`src/rtl/apb_fifo_master_pkg.sv`:
```
// Shared definitions for the APB FIFO initiator and its responder twin:
// state encoding, command/response field positions, register map.
package apb_fifo_master_pkg;

   typedef enum logic [3:0] {
      IDLE   = 4'b0001,
      SETUP  = 4'b0010,
      ACCESS = 4'b0100,
      RESP   = 4'b1000
   } state_t;

   localparam int CMD_WR_BIT   = 48;
   localparam int CMD_ADDR_MSB = 47;
   localparam int CMD_ADDR_LSB = 32;
   localparam int CMD_DATA_MSB = 31;
   localparam int CMD_DATA_LSB = 0;

   localparam int RSP_TO_BIT  = 33;
   localparam int RSP_ERR_BIT = 32;

   localparam logic [15:0] REG_CONFIG  = 16'd1;
   localparam logic [15:0] REG_DATA    = 16'd2;
   localparam logic [15:0] REG_STATUS  = 16'd3;
   localparam logic [15:0] REG_CHANNEL = 16'd4;

   function automatic logic need_rsp(input logic wr, input logic rsp_on_wr);
      return !wr || rsp_on_wr;
   endfunction

endpackage

```
`src/rtl/apb_fifo_master_timer.sv`:
```
// ACCESS-phase wait counter; expired marks the last cycle pready may arrive.
module apb_wait_timer #(
   parameter int TIMEOUT = 16
) (
   input  logic pclk,
   input  logic preset_n,
   input  logic clear,
   input  logic tick,
   output logic expired
);

   logic [7:0] wait_cnt;

   always_ff @(posedge pclk or negedge preset_n) begin
      if (!preset_n) begin
         wait_cnt <= 8'd0;
      end else if (clear) begin
         wait_cnt <= 8'd0;
      end else if (tick && !expired) begin
         wait_cnt <= wait_cnt + 8'd1;
      end
   end

   assign expired = (wait_cnt == 8'(TIMEOUT - 1));

endmodule

```
`src/rtl/apb_fifo_master.sv`:
```
// APB3 initiator: pops FWFT command words, runs one transfer each,
// and pushes response words (rdata + error flags) to a response FIFO.
module apb_fifo_master
   import apb_fifo_master_pkg::*;
#(
   parameter int ADDR_W       = 16,
   parameter int DATA_W       = 32,
   parameter int TIMEOUT      = 16,
   parameter int RSP_ON_WRITE = 0
) (
   input  logic                     pclk,
   input  logic                     preset_n,
   output logic [ADDR_W-1:0]        paddr,
   output logic                     psel,
   output logic                     penable,
   output logic                     pwrite,
   output logic [DATA_W-1:0]        pwdata,
   input  logic                     pready,
   input  logic [DATA_W-1:0]        prdata,
   input  logic                     pslverr,
   input  logic                     cmd_empty,
   input  logic [ADDR_W+DATA_W:0]   cmd_data,
   output logic                     cmd_read_inc,
   input  logic                     rsp_full,
   output logic [DATA_W+1:0]        rsp_write_data,
   output logic                     rsp_write_inc,
   output logic                     busy,
   output logic [7:0]               err_count
);

   state_t            state;
   logic [DATA_W+1:0] rsp_q;
   logic              expired;
   logic              rsp_on_wr;
   logic              cmd_ok;

   assign rsp_on_wr = (RSP_ON_WRITE != 0);
   assign cmd_ok = !cmd_empty &&
      (!rsp_full || !need_rsp(cmd_data[CMD_WR_BIT], rsp_on_wr));

   apb_wait_timer #(
      .TIMEOUT (TIMEOUT)
   ) u_timer (
      .pclk     (pclk),
      .preset_n (preset_n),
      .clear    (state == SETUP),
      .tick     (state == ACCESS && !pready),
      .expired  (expired)
   );

   always_ff @(posedge pclk or negedge preset_n) begin
      if (!preset_n) begin
         state          <= IDLE;
         paddr          <= '0;
         psel           <= 1'b0;
         penable        <= 1'b0;
         pwrite         <= 1'b0;
         pwdata         <= '0;
         cmd_read_inc   <= 1'b0;
         rsp_write_data <= '0;
         rsp_write_inc  <= 1'b0;
         rsp_q          <= '0;
         busy           <= 1'b0;
         err_count      <= 8'd0;
      end else begin
         cmd_read_inc  <= 1'b0;
         rsp_write_inc <= 1'b0;
         unique case (1'b1)
            (state == IDLE): begin
               if (cmd_ok) begin
                  paddr        <= cmd_data[CMD_ADDR_MSB:CMD_ADDR_LSB];
                  pwdata       <= cmd_data[CMD_DATA_MSB:CMD_DATA_LSB];
                  pwrite       <= cmd_data[CMD_WR_BIT];
                  psel         <= 1'b1;
                  cmd_read_inc <= 1'b1;
                  busy         <= 1'b1;
                  state        <= SETUP;
               end
            end
            (state == SETUP): begin
               penable <= 1'b1;
               state   <= ACCESS;
            end
            (state == ACCESS): begin
               if (pready || expired) begin
                  psel    <= 1'b0;
                  penable <= 1'b0;
                  paddr   <= '0;
                  pwdata  <= '0;
                  pwrite  <= 1'b0;
               end
               if (pready) begin
                  rsp_q <= {1'b0, pslverr,
                            pwrite ? {DATA_W{1'b0}} : prdata};
                  if (need_rsp(pwrite, rsp_on_wr)) begin
                     state <= RESP;
                  end else begin
                     state <= IDLE;
                     busy  <= 1'b0;
                     if (pslverr && err_count != 8'hFF)
                        err_count <= err_count + 8'd1;
                  end
               end else if (expired) begin
                  // aborts always report, even for silent writes
                  rsp_q <= {2'b10, {DATA_W{1'b0}}};
                  state <= RESP;
               end
            end
            (state == RESP): begin
               if (!rsp_full) begin
                  rsp_write_data <= rsp_q;
                  rsp_write_inc  <= 1'b1;
                  busy           <= 1'b0;
                  state          <= IDLE;
                  if ((rsp_q[RSP_TO_BIT] || rsp_q[RSP_ERR_BIT]) &&
                      err_count != 8'hFF)
                     err_count <= err_count + 8'd1;
               end
            end
            default: begin
               state <= IDLE;
               busy  <= 1'b0;
            end
         endcase
      end
   end

endmodule

```
`config.mk`:
```
export PLATFORM = sky130hd
export DESIGN_NAME = apb_fifo_master
export DESIGN_NICKNAME = d
export VERILOG_FILES = /design/src/rtl/apb_fifo_master_pkg.sv /design/src/rtl/apb_fifo_master_timer.sv /design/src/rtl/apb_fifo_master.sv
export SDC_FILE = /design/constraint.sdc
export NUM_CORES = 1
export LEC_CHECK = 0
export BUFFER_PORTS_ARGS = -buffer_cell sky130_fd_sc_hd__buf_4
export CORE_ASPECT_RATIO = 1.25
export CORE_MARGIN = 5
export CORE_UTILIZATION = 30
export DETAILED_ROUTE_END_ITERATION = 8
export PLACE_DENSITY = 0.56
export SLEW_MARGIN = 20
export SYNTH_ARGS = -nofsm -noshare
export SYNTH_HDL_FRONTEND = slang
export SYNTH_SLANG_ARGS = --single-unit
```
`constraint.sdc`:
```
create_clock -name pclk -period 1.99 [get_ports pclk]
set_input_delay 0.2985 -clock pclk [delete_from_list [all_inputs] [get_ports pclk]]
set_output_delay 0.2985 -clock pclk [all_outputs]
set_load 0.01 [all_outputs]
```
**Yosys cells after proc, flatten, opt, wreduce, memory -nomap -nowiden**

Index checks and enable logic that the tools add are counted.

- Flip-flop bits (word level): 142
- Bits of input ports: 87
- Output and inout bits: 96

- Add/sub/neg operators: 2
- Equality and inequality tests: 14
- Mux-type cells: 37
- Bitwise gates (word level): 2
- Reductions and logical operators: 24

Operator list:

| cell | count |
|---|---|
| $mux W32 | 3 |
| $mux W34 | 2 |
| $pmux W32 S2 | 1 |
| $mux W8 | 7 |
| $mux W16 | 2 |
| $pmux W16 S2 | 1 |
| $mux W4 | 5 |
| $add A8 B1 Y8 const B | 2 |
| $pmux W4 S4 | 1 |
| $pmux W8 S2 | 1 |
| $mux W1 | 10 |
| $reduce_bool A2 Y1 | 5 |
| $eq A8 B4 Y1 const B | 1 |
| $ne A2 B2 Y1 const B | 4 |
| $ne A8 B8 Y1 const B | 1 |
| $ne A2 B1 Y1 const B | 3 |
| $pmux W1 S2 | 3 |
| $reduce_and A2 Y1 | 3 |
| $reduce_and A3 Y1 | 2 |
| $reduce_and A6 Y1 | 1 |
| $logic_and A1 B1 Y1 | 5 |
| $reduce_and A5 Y1 | 1 |
| $eq A4 B1 Y1 const B | 1 |
| $eq A4 B2 Y1 const B | 1 |
| other kinds (7) | 13 |

**Longest topological paths before layout**

Gate-level depths: netlist of the first run.

- Depth after elaboration: 6
- Depth in mapped cells: 8
- Depth with buffers taken out: 6

**By module**

A second synthesis of the first run with hierarchy kept.

- Cell total of the unflattened synthesis: 448
- Area, all modules: 5,596.6 sq um

Modules (own cells, without submodules):

| module | times used | cells an instance | area an instance (sq um) | sequential area each (sq um) |
|---|---|---|---|---|
| apb_fifo_master | 1 | 403 | 5,144.9 | 3,354.5 |
| apb_wait_timer | 1 | 45 | 451.7 | 200.2 |

**Least setup slack after synthesis of the first run**

No wires, ideal clock.

- Kind: flip-flop to flip-flop
- Start point: reg state[3]
- End point: reg err_count[1]
- Arrival: 1,609 ps
- Slack: 253 ps
- Cell stages (with the launch flop): 5
- Clock period less this slack: 1,737 ps
- Path through: dfrtp_1 nor4b_4 nand4_1 a21oi_4 mux2_1

- Word-level cells in the longest chain between the ends: 3

Ends and longest elaborated chain:

| element | RTL line | source |
|---|---|---|
| from (decl) | apb_fifo_master.sv:31 | `state_t state;` |
| from (signal assigned) | apb_fifo_master.sv:53 | `state <= IDLE;` |
| from (signal assigned) | apb_fifo_master.sv:77 | `state <= SETUP;` |
| from (signal assigned) | apb_fifo_master.sv:82 | `state <= ACCESS;` |
| $eq A4 B4 Y1 or $eq A4 B3 Y1 (tied branches) | apb_fifo_master.sv:109, apb_fifo_master.sv:84 |  |
| $ne A2 B1 Y1 (no source line), or another cell as far along | - |  |
| $reduce_and A6 Y1 (no source line) | - |  |
| to (signal assigned) | apb_fifo_master.sv:101 | `err_count <= err_count + 8'd1;` |
| to (signal assigned) | apb_fifo_master.sv:117 | `err_count <= err_count + 8'd1;` |
| to (decl) | apb_fifo_master.sv:28 | `output logic [7:0] err_count` |

Several ways; a longest one is shown, not always the timed one.
A chain may end at the register's enable or synchronous reset.

**Final worst setup path of the first run**

- Start point: reg u_timer.wait_cnt[0]
- End point: reg pwdata[24]

- Word-level cells in the longest chain between the ends: 4

Ends and longest elaborated chain:

| element | RTL line | source |
|---|---|---|
| from (decl) | apb_fifo_master_timer.sv:12 | `logic [7:0] wait_cnt;` |
| from (signal assigned) | apb_fifo_master_timer.sv:20 | `wait_cnt <= wait_cnt + 8'd1;` |
| $eq A8 B4 Y1 | apb_fifo_master_timer.sv:24 | `assign expired = (wait_cnt == 8'(TIMEOUT - 1));` |
| $logic_or A1 B1 Y1 | apb_fifo_master.sv:85 | `if (pready \|\| expired) begin` |
| $ne A2 B1 Y1 (no source line) | - |  |
| $reduce_and A3 Y1 (no source line) | - |  |
| to (signal assigned) | apb_fifo_master.sv:72 | `pwdata <= cmd_data[CMD_DATA_MSB:CMD_DATA_LSB];` |
| to (decl) | apb_fifo_master.sv:17 | `output logic [DATA_W-1:0] pwdata,` |

No other way between the ends.

==> load_flow_metrics.sql, run 1 <==
INSERT INTO impl_metrics (metric_group, metric, value, unit) VALUES
('timing', 'report.final.slew_viol_count', '0', ''),
('grt', 'pin_count_of_the_biggest_net_entering_global_routing', '61', ''),
('floorplanning', 'chipWidth', '134', 'µm'),
('routing', 'ant_nets', '0', ''),
('timing', 'relSlewSlack', '0.630', ''),
('run_status', 'status', 'finished, final reports clean', ''),
('power_and_ir_drop', 'power.static_leakage', '4.33', 'nW'),
('timing', 'fin_setup_tns', '0', 'ps'),
('flow_run', 'drv_cap', '0', ''),
('critical_path', 'timing.rr.start', 'u_timer.wait_cnt[0]', ''),
('timing', 'fmax', '540', 'MHz'),
('final_layout', 'drive_gt1_frac', '0.347', ''),
('timing', 'report.final.hold_viol_count', '0', ''),
('clock_network', 'worst_skew_pair.late_latency', '420', 'ps'),
('final_layout', 'postLayoutCoreUtil', '0.428', ''),
('critical_path', 'cp-startpoint', 'u_timer.wait_cnt[0]', ''),
('timing', 'tightest_slew', '555', 'ps'),
('routing', 'drt_wirelength', '15100', 'µm'),
('timing', 'grt_setup_unrepaired', 'no', ''),
('floorplanning', 'die_y', '165', 'µm'),
('routing', 'route.vias.total', '4520', ''),
('critical_path', 'cp-end-kind', 'flip-flop', ''),
('yosys', 'synthesis.instances', '538', ''),
('final_layout', 'synthToLayoutAreaGrowth', '39.5', '%'),
('clock_network', 'cts_tree', 'done', ''),
('routing', 'met3RoutedLength', '1370', 'µm'),
('timing', 'final.hold.worst_slack', '76.7', 'ps'),
('final_layout', 'layout.cells.most_common_list', '186 x buf_4, 170 x nand2_1, 141 x dfrtp_1', ''),
('clock_network', 'cts_buffers', '17', ''),
('routing', 'highest_layer', 'met4', ''),
('timing', 'report.final.setup_viol', '0', ''),
('grt', 'track_usage', '0.139', ''),
('critical_path', 'crit_chain', 'ha_1 -> and3_2 -> and2_1 -> o21ai_4 -> buf_12 -> nand3_1 -> nand2_1', ''),
('routing', 'drtIter0Drc', '150', ''),
('final_layout', 'multi_input_area', '0.00203', 'mm²'),
('critical_path', 'slowest_delay', '410', 'ps'),
('yosys', 'synth_seq_area_share', '0.614', ''),
('timing', 'final.min_clock_period', '1850', 'ps'),
('floorplanning', 'start_util', '0.307', ''),
('timing', 'layout_setup_ws', '137', 'ps'),
('yosys', 'yosys_register_bits', '142', ''),
('routing', 'detailedRoute.firstPassIterationCount', '4', ''),
('floorplanning', 'design.die.area', '0.0222', 'mm²'),
('final_layout', 'filler_cell_count', '1841', ''),
('power_and_ir_drop', 'pwr_density_cell', '1150', 'mW/mm²'),
('routing', 'wire_per_inst', '15.6', 'µm'),
('routing', 'wl_met1', '6240', 'µm'),
('critical_path', 'critPathKind', 'reg -> reg', ''),
('floorplanning', 'num_io_pins', '183', ''),
('grt', 'grt.overflow.total', '0', ''),
('floorplanning', 'core_region_area', '0.0188', 'mm²'),
('placed_design', 'postPlaceCellArea', '0.00744', 'mm²'),
('yosys', 'syn-cell-area', '0.00579', 'mm²'),
('final_layout', 'number_of_antenna_diodes', '0', ''),
('critical_path', 'ff2ff_setup_slack', '140', 'ps'),
('critical_path', 'timing.critical_path.required', '2340', 'ps'),
('yosys', 'yosysWarningCount', '0', ''),
('final_layout', 'post_layout_nonfiller_instances', '965', ''),
('critical_path', 'rr_worst_depth', '7', ''),
('power_and_ir_drop', 'peakVddDrop', '0.661', 'mV'),
('critical_path', 'worstPathArrival', '2200', 'ps'),
('grt', 'first_global_vias', '4864', ''),
('yosys', 'synth.net_count', '627', ''),
('final_layout', 'post-route-cell-area', '0.00807', 'mm²'),
('placed_design', 'routabilityCongestion', '0.765', ''),
('critical_path', 'kind_of_launch_point_of_the_worst_setup_path', 'flip-flop', ''),
('floorplanning', 'row_count', '56', ''),
('yosys', 'post_syn_area_per_cell', '10.8', 'µm²'),
('power_and_ir_drop', 'p_total', '9.29', 'mW'),
('placed_design', 'numPortBuffers', '182', ''),
('critical_path', 'worst_path_max_delay_cell', 'dfrtp_1', '');
## worst min-delay path by stage
stage | from | end
after floorplan | preset_n | busy
after global placement | preset_n | rsp_write_data[6]
after detailed placement | preset_n | rsp_write_data[6]
after CTS | cmd_data[15] | pwdata[15]
after global routing | cmd_data[15] | pwdata[15]
final | cmd_data[15] | pwdata[15]
## report_power, final
group	internal, mW	total (mW)	leakage (nW)	switching, mW
Sequential	3.50	3.88	1.88	0.389
Combinational	1.01	2.08	2.14	1.07
Clock	2.10	3.32	0.306	1.22
## sequential cells by signal, summed over array words and instances (netlist names)
| name | cells |
|---|---|
| err_count | 8 |
| penable | 1 |
| rsp_write_inc | 1 |
| u_timer.wait_cnt | 8 |
| rsp_q | 34 |
| rsp_write_data | 34 |
| pwdata | 32 |
| paddr | 16 |
| state | 4 |
| busy | 1 |
| cmd_read_inc | 1 |
| psel | 1 |
| pwrite | 1 |
## cells by family (layout without fill, tap and decap cells)
family / Yosys count / after routing / share of synthesized area
AO/OA/AOI/OAI: 17 / 17 / 0.0253
flip-flops: 142 / 142 / 0.614
adder cells (fa/ha/maj): 2 / 2 / 0.00432
XOR/XNOR: 13 / 13 / 0.0197
AND/OR/NAND/NOR: 289 / 289 / 0.226
multiplexers: 37 / 37 / 0.0716
buffers and inverters: 38 / 233 / 0.0385
## final cells by class
class | count | share of cell area
clock inverter | 10 | 0.0167
tap | 232 | 0.0360
multi-input combinational | 358 | 0.251
timing repair buffer | 195 | 0.193
clock buffer | 22 | 0.0600
sequential | 142 | 0.440
inverter | 6 | 0.00279
## what timing repair did
item / CTS / global route
endpoints found under the setup margin: 0 / 0
hold endpoints to repair: 29 / 0
hold buffers: 1 / 0
## Yosys cell counts
| cell type | instances | area [µm²] |
|---|---|---|
| buf_4 | 10 | 75.1 |
| a41oi_1 | 1 | 8.76 |
| dfrtp_1 | 141 | 3530 |
| nor2b_1 | 1 | 6.26 |
| or2_1 | 1 | 6.26 |
| mux2_2 | 14 | 158 |
| o21ai_1 | 2 | 10.0 |
| a21oi_4 | 1 | 16.3 |
| nor4b_2 | 2 | 30.0 |
| buf_6 | 3 | 33.8 |
| nand3_1 | 85 | 425 |
| and2_1 | 3 | 18.8 |
| a31o_1 | 1 | 8.76 |
| nor4b_4 | 1 | 23.8 |
| o21a_1 | 2 | 15.0 |
| dfstp_2 | 1 | 26.3 |
| clkbuf_8 | 1 | 13.8 |
| a21oi_1 | 5 | 25.0 |
| nor4_4 | 1 | 21.3 |
| or4b_4 | 1 | 13.8 |
| nand4_1 | 5 | 31.3 |
| mux2i_1 | 2 | 20.0 |
| xor2_1 | 5 | 43.8 |
| nor2_1 | 12 | 45.0 |
| nand4b_1 | 1 | 8.76 |
| and3_1 | 2 | 12.5 |
| a32o_1 | 1 | 10.0 |
| ha_1 | 2 | 25.0 |
| buf_2 | 8 | 40.0 |
| and4_1 | 1 | 8.76 |
| inv_1 | 5 | 18.8 |
| a211oi_4 | 2 | 40.0 |
| nand2_1 | 171 | 642 |
| mux2_1 | 21 | 236 |
| inv_2 | 1 | 3.75 |
| clkbuf_1 | 10 | 37.5 |
| o21ai_0 | 1 | 5.00 |
| xnor2_1 | 8 | 70.1 |
| and3_2 | 1 | 7.51 |
| o211ai_1 | 1 | 7.51 |
| nor4b_1 | 1 | 8.76 |
## metal layers
metal | up-vias | GRT usage
met1 | 2194 | 0.164
li1 | 2156 | -
met4 | 0 | 0.0486
met3 | 23 | 0.0618
met2 | 147 | 0.225
met5 | - | 0
## critical path: cells and delay by family (launching register included)
family / cells / cell delay (ps)
buf+inv: 1 / 250
compound gates: 1 / 200
simple gates: 4 / 680
fa+ha+maj: 1 / 210
flops: 1 / 410
Power figures use the tool's default switching activity.
==> run 2: changes to the inputs <==
--- a/config.mk
+++ b/config.mk
@@ -5,12 +5,12 @@
 export SDC_FILE = /design/constraint.sdc
 export NUM_CORES = 1
 export LEC_CHECK = 0
-export BUFFER_PORTS_ARGS = -buffer_cell sky130_fd_sc_hd__buf_4
 export CORE_ASPECT_RATIO = 1.25
 export CORE_MARGIN = 5
 export CORE_UTILIZATION = 30
 export DETAILED_ROUTE_END_ITERATION = 8
-export PLACE_DENSITY = 0.56
+export DONT_BUFFER_PORTS = 1
+export PLACE_DENSITY = 0.48
 export SLEW_MARGIN = 20
 export SYNTH_ARGS = -nofsm -noshare
 export SYNTH_HDL_FRONTEND = slang
==> load_flow_metrics.sql, run 2 (synthesized netlist as in run 1, its figures left out) <==
INSERT INTO impl_metrics (metric_group, metric, value, unit) VALUES
('run_status', 'status', 'finished with violations', ''),
('final_layout', 'layout.cells.most_common_list', '170 x nand2_1, 141 x dfrtp_1, 85 x nand3_1', ''),
('grt', 'pin_count_of_the_biggest_net_entering_global_routing', '143', ''),
('timing', 'fin_setup_tns', '0', 'ps'),
('final_layout', 'post_layout_nonfiller_instances', '834', ''),
('final_layout', 'layout_top_registers', 'rsp_q x34, rsp_write_data x34, pwdata x32', ''),
('routing', 'wire_per_inst', '17.2', 'µm'),
('clock_network', 'cts_sinks', '142', ''),
('power_and_ir_drop', 'p_total', '8.66', 'mW'),
('final_layout', 'post-route-cell-area', '0.00724', 'mm²'),
('clock_network', 'cts_htree_levels', '4', ''),
('power_and_ir_drop', 'logic_pwr_share', '0.107', ''),
('timing', 'grt_setup_unrepaired', 'no', ''),
('floorplanning', 'design.die.area', '0.0222', 'mm²'),
('timing', 'final_critical_path_share_of_the_clock_period', '0.934', ''),
('routing', 'route.vias.total', '4114', ''),
('routing', 'detailedRoute.firstPassIterationCount', '4', ''),
('grt', 'global_route_wire_length_before_repair', '22800', 'µm'),
('power_and_ir_drop', 'power_frac_seq', '0.491', ''),
('timing', 'tightest_slew', '538', 'ps'),
('clock_network', 'cts.clk_slew.worst_paths', '60', 'ps'),
('power_and_ir_drop', 'relative_contribution_of_the_clock_network_to_total_power', '0.402', ''),
('grt', 'first_global_vias', '4273', ''),
('timing', 'fmax', '538', 'MHz'),
('power_and_ir_drop', 'power.static_leakage', '3.63', 'nW'),
('placed_design', 'routabilityCongestion', '0.738', ''),
('power_and_ir_drop', 'power.switching_fraction', '0.289', ''),
('clock_network', 'worst_skew_pair.late_latency', '410', 'ps'),
('floorplanning', 'chipWidth', '134', 'µm'),
('clock_network', 'cts_tree', 'done', ''),
('run_status', 'failing_checks', 'negative hold slack', ''),
('timing', 'report.final.hold_viol_count', '142', ''),
('critical_path', 'worstPathArrival', '2150', 'ps'),
('routing', 'route.detailed.drc', '0', ''),
('final_layout', 'synthToLayoutAreaGrowth', '25.1', '%'),
('floorplanning', 'core_region_area', '0.0188', 'mm²'),
('grt', 'grt.overflow.total', '0', ''),
('flow_run', 'drv_cap', '0', ''),
('routing', 'ant_nets', '0', ''),
('timing', 'clock_skew', '13.2', 'ps'),
('critical_path', 'path_max_fanout', '6', ''),
('routing', 'drt_wirelength', '14300', 'µm'),
('placed_design', 'numPortBuffers', '0', ''),
('routing', 'routed_via_density', '4.93', ''),
('timing', 'final.min_clock_period', '1860', 'ps'),
('routing', 'drtIter0Drc', '212', ''),
('floorplanning', 'row_count', '56', ''),
('critical_path', 'critPathKind', 'reg -> reg', ''),
('power_and_ir_drop', 'cellInternalPower', '6.16', 'mW'),
('critical_path', 'kind_of_launch_point_of_the_worst_setup_path', 'flip-flop', ''),
('critical_path', 'cp-end-kind', 'flip-flop', ''),
('placed_design', 'dp_hpwl', '9500', 'µm'),
('final_layout', 'final_nets', '679', ''),
('grt', 'track_usage', '0.130', ''),
('power_and_ir_drop', 'p_switching', '2.50', 'mW'),
('final_layout', 'postLayoutCoreUtil', '0.384', ''),
('floorplanning', 'die_y', '165', 'µm'),
('clock_network', 'holdBufCountCts', '54', ''),
('timing', 'report.final.slew_viol_count', '0', ''),
('placed_design', 'postPlaceCellArea', '0.00604', 'mm²'),
('final_layout', 'drive_gt1_frac', '0.118', ''),
('final_layout', 'layout_commonest_cell', 'nand2_1', ''),
('clock_network', 'cts_root_buffer', 'clkbuf_16', ''),
('clock_network', 'cts_buffers', '17', ''),
('power_and_ir_drop', 'pwr_density_cell', '1200', 'mW/mm²'),
('timing', 'final.hold.worst_slack', '-420', 'ps'),
('timing', 'report.final.setup_viol', '0', ''),
('critical_path', 'timing.critical_path.required', '2280', 'ps'),
('placed_design', 'number_of_cells_after_detailed_placement', '749', ''),
('power_and_ir_drop', 'peakVddDrop', '0.624', 'mV'),
('floorplanning', 'num_io_pins', '183', ''),
('final_layout', 'number_of_antenna_diodes', '0', ''),
('clock_network', 'post_cts.repair.setup_buffers', '0', ''),
('timing', 'relSlewSlack', '0.642', ''),
('worst_hold_path', 'worst_hold_check_path_type', 'in -> async', ''),
('clock_network', 'clock_tree.buffer_depth', '2', ''),
('grt', 'grt_antenna_before_repair', '0', ''),
('floorplanning', 'start_util', '0.307', '');
run 2: cell types whose count changed in the layout (fill, tap and decap cells not counted), moves of 2 or more:
| cell | delta |
|---|---|
| buf_4 | -180 |
| dlygate4sd3_1 | +53 |
| clkbuf_8 | -3 |
| inv_6 | +3 |
| buf_12 | -2 |
| bufinv_16 | +2 |
| clkinv_2 | -2 |
| clkinv_4 | -2 |
| clkinvlp_4 | +2 |
run 2: power by group through the flow:
| stage | logic, mW | registers, mW | clock network [mW] |
|---|---|---|---|
| after detailed placement | 0.871 | 4.30 | 0 |
| after global routing | 1.08 | 4.35 | 3.72 |
| after CTS | 0.937 | 4.28 | 3.59 |
| after floorplan | 0.695 | 4.08 | 0 |
| after global placement | 0.814 | 4.31 | 0 |
| final | 0.927 | 4.25 | 3.48 |
run 2: what timing repair did:
item                                   in CTS  in global routing
endpoints found under the hold margin     196                142
gates resized for setup                     0                  1
setup endpoints to repair                   0                  1
run 2: metrics by stage:
| step | worst slack (ps) | hold WS [ps] |
|---|---|---|
| 2_1_floorplan | 253 | 2.91 |
| 3_3_place_gp | 183 | 6.87 |
| 3_5_place_dp | 118 | 6.73 |
| 4_1_cts | 103 | -447 |
| 5_1_grt | 47.6 | -454 |
| 6_report | 131 | -420 |
run 2: final timing paths:
check | startpoint | endpoint | slack [ps] | cells after the start
max | state[3] | u_timer.wait_cnt[2] | 130 | 5
min | preset_n | rsp_q[11] | -420 | 0
max reg2reg | state[3] | u_timer.wait_cnt[2] | 130 | 5
min reg2reg | rsp_q[17] | rsp_q[17] | 460 | 2
max in group asynchronous | preset_n | pwdata[6] | 2140 | 0
min in group pclk | cmd_data[29] | pwdata[29] | 20 | 2
run 2: worst max-delay path, cell delays in order (launching register included):
cell and delay (ps):
dfrtp_1 470, or4b_4 620, a211oi_4 330, nand2_1 110
xor2_1 150, nor2_1 50
run 2: cell type report:
class	instances	area [µm²]
fill	1829	11600
sequential	142	3550
multi-input combinational	358	2040
timing repair buffer	65	686
clock buffer	18	439
tap	232	290
clock inverter	13	209
inverter	6	22.5
run 2: layer usage:
metal | global-route usage | vias up | wire length [µm]
met5 | 0 | - | 0
met4 | 0.0491 | 0 | 234
met3 | 0.0570 | 15 | 1540
met2 | 0.212 | 187 | 6770
met1 | 0.152 | 2027 | 5800
li1 | - | 1885 | -
